**src/rtl/requant_ctrl.sv**
```systemverilog
// requant_ctrl: per-channel requantizer (in*scale >>> shift) with a run FSM and a two-stage elastic pipeline.
// Defining REQ_SAT_EN saturates the output to the signed DATA_WIDTH range instead of wrapping.
module requant_ctrl #(
  parameter int DATA_WIDTH  = 32,
  parameter int SCALE_WIDTH = 16,
  parameter int NUM_CH      = 8,
  localparam int CW         = $clog2(NUM_CH)
) (
  input  logic                   clk,
  input  logic                   rst_n,
  input  logic                   cfg_we,
  input  logic [CW-1:0]          cfg_addr,
  input  logic [SCALE_WIDTH-1:0] cfg_scale,
  input  logic [4:0]             cfg_shift,
  input  logic                   start,
  input  logic [15:0]            len,
  input  logic                   in_valid,
  output logic                   in_ready,
  input  logic [DATA_WIDTH-1:0]  in_data,
  output logic                   out_valid,
  input  logic                   out_ready,
  output logic [DATA_WIDTH-1:0]  out_data,
  output logic                   busy,
  output logic                   done
);
  localparam int PW = DATA_WIDTH + SCALE_WIDTH;
  typedef enum logic [1:0] {IDLE, RUN, DRAIN} state_t;
  state_t state_q, state_d;
  logic [15:0] len_q, len_d, in_cnt_q, in_cnt_d, out_cnt_q, out_cnt_d;
  logic [CW-1:0] ch_q, ch_d;
  logic done_q, done_d;
  logic s1_v_q, s1_v_d, out_v_q, out_v_d;
  logic signed [PW-1:0] s1_prod_q, s1_prod_d, prod;
  logic [4:0] s1_sh_q, s1_sh_d;
  logic [DATA_WIDTH-1:0] out_data_q, out_data_d, res;
  logic [SCALE_WIDTH-1:0] scale_mem [NUM_CH];
  logic [4:0] shift_mem [NUM_CH];
  logic s2_load, in_acc, out_hs;
  // Table has no reset; contents are undefined until written from IDLE.
  always_ff @(posedge clk)
    if (cfg_we && state_q == IDLE) begin
      scale_mem[cfg_addr] <= cfg_scale;
      shift_mem[cfg_addr] <= cfg_shift;
    end
  assign s2_load   = !out_v_q || out_ready;
  assign in_ready  = state_q == RUN && in_cnt_q < len_q && (!s1_v_q || s2_load);
  assign in_acc    = in_valid && in_ready;
  assign out_hs    = out_v_q && out_ready;
  assign prod      = $signed({{SCALE_WIDTH{in_data[DATA_WIDTH-1]}}, in_data})
                   * $signed({{DATA_WIDTH{scale_mem[ch_q][SCALE_WIDTH-1]}}, scale_mem[ch_q]});
  assign out_valid = out_v_q;
  assign out_data  = out_data_q;
  assign busy      = state_q != IDLE;
  assign done      = done_q;
`ifdef REQ_SAT_EN
  localparam logic signed [PW-1:0] SMAX = {{(SCALE_WIDTH+1){1'b0}}, {(DATA_WIDTH-1){1'b1}}};
  localparam logic signed [PW-1:0] SMIN = {{(SCALE_WIDTH+1){1'b1}}, {(DATA_WIDTH-1){1'b0}}};
  logic signed [PW-1:0] shifted;
  always_comb begin
    shifted = s1_prod_q >>> s1_sh_q;
    res = shifted > SMAX ? SMAX[DATA_WIDTH-1:0] :
          shifted < SMIN ? SMIN[DATA_WIDTH-1:0] : shifted[DATA_WIDTH-1:0];
  end
`else
  assign res = DATA_WIDTH'(s1_prod_q >>> s1_sh_q);
`endif
  always_comb begin
    state_d    = state_q;
    len_d      = len_q;
    in_cnt_d   = in_cnt_q;
    out_cnt_d  = out_cnt_q;
    ch_d       = ch_q;
    done_d     = 1'b0;
    s1_v_d     = in_acc ? 1'b1 : (s2_load ? 1'b0 : s1_v_q);
    s1_prod_d  = in_acc ? prod : s1_prod_q;
    s1_sh_d    = in_acc ? shift_mem[ch_q] : s1_sh_q;
    out_v_d    = s2_load ? s1_v_q : out_v_q;
    out_data_d = (s2_load && s1_v_q) ? res : out_data_q;
    case (state_q)
      IDLE:
        if (start) begin
          if (len != 16'd0) begin
            state_d   = RUN;
            len_d     = len;
            in_cnt_d  = 16'd0;
            out_cnt_d = 16'd0;
            ch_d      = '0;
          end else done_d = 1'b1;
        end
      RUN:
        if (in_acc) begin
          in_cnt_d = in_cnt_q + 16'd1;
          ch_d     = ch_q + CW'(1);
          if (in_cnt_q + 16'd1 == len_q) state_d = DRAIN;
        end
      default: ;
    endcase
    if (state_q != IDLE && out_hs) begin
      out_cnt_d = out_cnt_q + 16'd1;
      if (out_cnt_q + 16'd1 == len_q) begin
        state_d = IDLE;
        done_d  = 1'b1;
      end
    end
  end
  always_ff @(posedge clk or negedge rst_n)
    if (!rst_n) begin
      state_q    <= IDLE;
      len_q      <= '0;
      in_cnt_q   <= '0;
      out_cnt_q  <= '0;
      ch_q       <= '0;
      done_q     <= 1'b0;
      s1_v_q     <= 1'b0;
      s1_prod_q  <= '0;
      s1_sh_q    <= '0;
      out_v_q    <= 1'b0;
      out_data_q <= '0;
    end else begin
      state_q    <= state_d;
      len_q      <= len_d;
      in_cnt_q   <= in_cnt_d;
      out_cnt_q  <= out_cnt_d;
      ch_q       <= ch_d;
      done_q     <= done_d;
      s1_v_q     <= s1_v_d;
      s1_prod_q  <= s1_prod_d;
      s1_sh_q    <= s1_sh_d;
      out_v_q    <= out_v_d;
      out_data_q <= out_data_d;
    end
endmodule
```
**config.mk**
```make
export PLATFORM = sky130hd
export DESIGN_NAME = requant_ctrl
export DESIGN_NICKNAME = d
export VERILOG_FILES = /design/src/rtl/requant_ctrl.sv
export SDC_FILE = /design/constraint.sdc
export NUM_CORES = 2
export LEC_CHECK = 0
export ABC_AREA = 1
export BUFFER_PORTS_ARGS = -buffer_cell sky130_fd_sc_hd__buf_2
export CAP_MARGIN = 20
export CORE_ASPECT_RATIO = 0.5
export CORE_UTILIZATION = 48
export CTS_BUF_LIST = sky130_fd_sc_hd__clkbuf_8
export DETAILED_ROUTE_END_ITERATION = 8
export PLACE_DENSITY = 0.63
export SETUP_SLACK_MARGIN = 0.02
export SKIP_LAST_GASP = 1
export SYNTH_ARGS = -nofsm -noshare
export SYNTH_HDL_FRONTEND = slang
export SYNTH_SLANG_ARGS = --single-unit
```
**constraint.sdc**
```tcl
create_clock -name clk -period 6.9 [get_ports clk]
set_input_delay 1.035 -clock clk [delete_from_list [all_inputs] [get_ports clk]]
set_output_delay 1.035 -clock clk [all_outputs]
set_load 0.02 [all_outputs]
```
==> summary.md <==
| Metric | Value |
|---|---|
| Final hold vios | `0` |
| Final wirelength | `109 mm` |
| Starting density of the core | `0.487` |
| RSZ-0062 raised after global routing | `true` |
| Tcrit/Tclk final | `0.972` |
| Startpoint Class | `flip-flop` |
| DRT Pass-1 Iters | `6` |
| Largest net degree at the start of global routing | `87` |
| Vias in the first global route | `29200` |
| Site row count | `68` |
| Num Clock Sinks | `309` |
| Antenna violations before repair | `11` |
| VDD IR max | `0.000558 V` |
| EDFF count, synth | `168` |
| Final Setup Violations | `0` |
| CTS clk-pin slew, worst paths | `70 ps` |
| Main synth FF type | `edfxtp_1` |
| Tmin final | `6710 ps` |
| Chip height | `189 um` |
| Tot Pwr | `18.5 mW` |
| Fin area | `39600 um^2` |
| Cells on worst reg2reg path | `28` |
| RD Place Congestion | `1.03` |
| Tot GR Track Use | `0.308` |
| DR iter-0 viols | `2865` |
| Synth unique cells | `50` |
| Final ANT Viol Nets | `0` |
| Crit path DAT | `7250 ps` |
| DP HPWL | `87.6 mm` |
| Share of layout cells above drive strength 1 | `0.163` |
| Mapped Nets | `4771` |
| WHS | `434 ps` |
| Setup crit end kind | `flip-flop` |
| Die area | `71400 um^2` |
| Setup CP Type | `flip-flop to flip-flop` |
| Core Region | `69200 um^2` |
| Longest Clk Path Bufs | `3` |
| Final Util | `0.572` |
| Layout Skew | `65.9 ps` |
| Leakage | `19.1 nW` |
| CTS Buf Count | `48` |
| Yosys top cell by area | `fa_1` |
| Vias per cell | `5.37` |
| Ys async rst share | `0.456` |
| CTS tree | `built` |
| Post-synthesis sequential area ratio | `0.254` |
| Grt total ovfl | `0` |
| Slew Viols, Final | `0` |
| First-pass GRT wire length | `167 mm` |
| M3 GR Usage | `0.0725` |
| CP peak stage delay | `600 ps` |
| Pwr/cell area | `467 nW/um^2` |
| Avg WL per Cell | `20.2 um` |
| Status | `completed` |
| Flops & latches, synth | `309` |
| Synthesized area per cell | `8.28 um^2` |
| Routing usage on met2 | `0.473` |
| Cells after synthesis | `4074` |
| Worst rel slew slack | `0.342` |
| Crit Path Max Fanout | `10` |
| DRC | `0` |
| Area delta synth->final | `17.4%` |
| H-tree Lvls | `2` |
| Top cell type's share of synthesized area | `0.289` |
| Worst path required time | `7440 ps` |
| Final #Nets | `5120` |
| Met1 Track Usage GR | `0.428` |
| Hold_buf cts | `0` |
| Die width | `377 um` |
| Crit path max-delay cell type | `fa_2` |
| I/O pin count | `114` |
| IO buf count | `113` |
| Top cells by area, synth | `fa_1 (29%), edfxtp_1 (15%), dfrtp_1 (10%)` |
| MaxCap Viol Count | `0` |
| Via count | `29100` |
| # fillers | `6327` |
| Synth Warn # | `0` |
| Post-synthesis cell area | `33700 um^2` |
| Worst-margin pin slew | `987 ps` |
| Placed Area | `37400 um^2` |
| Clock Tree Root | `clkbuf_8` |
| Gr busiest metal | `met2` |
| Hold Crit Class | `primary input to asynchronous set/reset pin` |
| Fmax achieved | `0.149 GHz` |
| Clk_lat worst skew | `720 ps` |
## cell type report
type	instances	area, um^2	area share
Antenna cell	7	17.5	0.000443
Clock buffer	50	688	0.0174
Clock inverter	40	338	0.00854
Inverter	777	2940	0.0742
Multi-Input combinational cell	2828	22300	0.564
Sequential cell	309	8580	0.217
Tap cell	945	1180	0.0299
Timing Repair Buffer	458	3530	0.0891
Timing Repair inverter	1	7.51	0.000190
## worst max-delay path, delay by kind of cell (launching register included)
family,cells,cell delay [ps]
adder cells (fa/ha/maj),7,3500
AO/OA/AOI/OAI,3,400
flip-flops,1,430
buffers and inverters,8,960
AND/OR/NAND/NOR,10,1260
## placed cells by master (no fill, tap or decap), drive strengths merged, types with 12 or more instances in the layout
cell	n
nand4	26
dfrtp	141
mux2i	19
clkinv	31
ha	133
edfxtp	168
o21ai	329
o221ai	35
nand2	887
o22ai	27
fa	486
buf	456
nand3	128
or2	12
nor2	501
o211ai	14
inv	778
a21oi	92
xor2	27
a31oi	16
clkbuf	52
xnor2	24
nor3	20
## cell families (layout without fill, tap and decap cells)
family / count (synthesis) / count (layout) / share of synthesized area
other cells: 0 / 7 / 0
mux: 19 / 19 / 0.00564
simple gates: 1590 / 1590 / 0.189
flops: 309 / 309 / 0.254
compound gates: 549 / 549 / 0.0915
fa+ha+maj: 619 / 619 / 0.338
xor+xnor: 51 / 51 / 0.0135
buf+inv: 937 / 1326 / 0.109
## power breakdown
group          switching, mW  leakage [nW]  total (mW)  internal [mW]
sequential                 0          3.14        1.95           1.95
clock                  0.845         0.559        1.72          0.879
combinational           8.31          15.4        14.8           6.50
total                   9.15          19.1        18.5           9.33
## routing by layer
| metal | vias to the layer above | routed length (um) |
|---|---|---|
| met5 | - | 37 |
| met4 | 6 | 4020 |
| met3 | 227 | 9910 |
| met2 | 1212 | 48000 |
| met1 | 14300 | 47300 |
| li1 | 13300 | - |
## per-stage QoR
step | setup TNS (ps) | std cells | setup WS (ps)
floorplan | 0 | 4074 | 573
global placement | -200 | 5294 | -116
detailed placement | -298 | 5294 | -87.3
CTS | 0 | 5384 | 29.0
global route | -265 | 5414 | -71.3
finish | 0 | 5415 | 194
## worst paths after layout
check,start,endpoint,slack [ps]
min in group clk,out_data[1],out_data[1],470
setup reg to reg,ch_q[0],s1_prod_q[44],190
hold / removal,rst_n,out_data[10],430
hold reg to reg,out_data[1],out_data[1],470
max in group asynchronous,rst_n,ch_q[0],5030
setup / recovery,ch_q[0],s1_prod_q[44],190
## synth_stat cells, types with 19 or more instances
cell type / count
nand2_1: 884
inv_1: 756
nor2_1: 496
fa_1: 486
o21ai_0: 273
edfxtp_1: 168
dfrtp_1: 141
ha_1: 133
nand3_1: 128
a21oi_1: 92
clkbuf_1: 77
o21ai_1: 55
buf_2: 54
o221ai_1: 35
o22ai_1: 27
nand4_1: 26
xor2_1: 26
xnor2_1: 24
mux2i_1: 19
## flip-flops by register name (all words and copies together) (netlist names)
signal	count
s1_prod_q	48
out_data	32
s1_v_q	1
state_q	2
done	1
len_q	16
shift_mem	40
in_cnt_q	16
s1_sh_q	5
out_valid	1
out_cnt_q	16
ch_q	3
scale_mem	128
## timing repair
action / in CTS / in global routing
buffers inserted: 0 / 19
cloned: 0 / 3
pin swaps: 0 / 40
endpoints found under the setup margin: 7 / 34
gates resized for setup: 12 / 214
(Power assumes the default switching activity.)
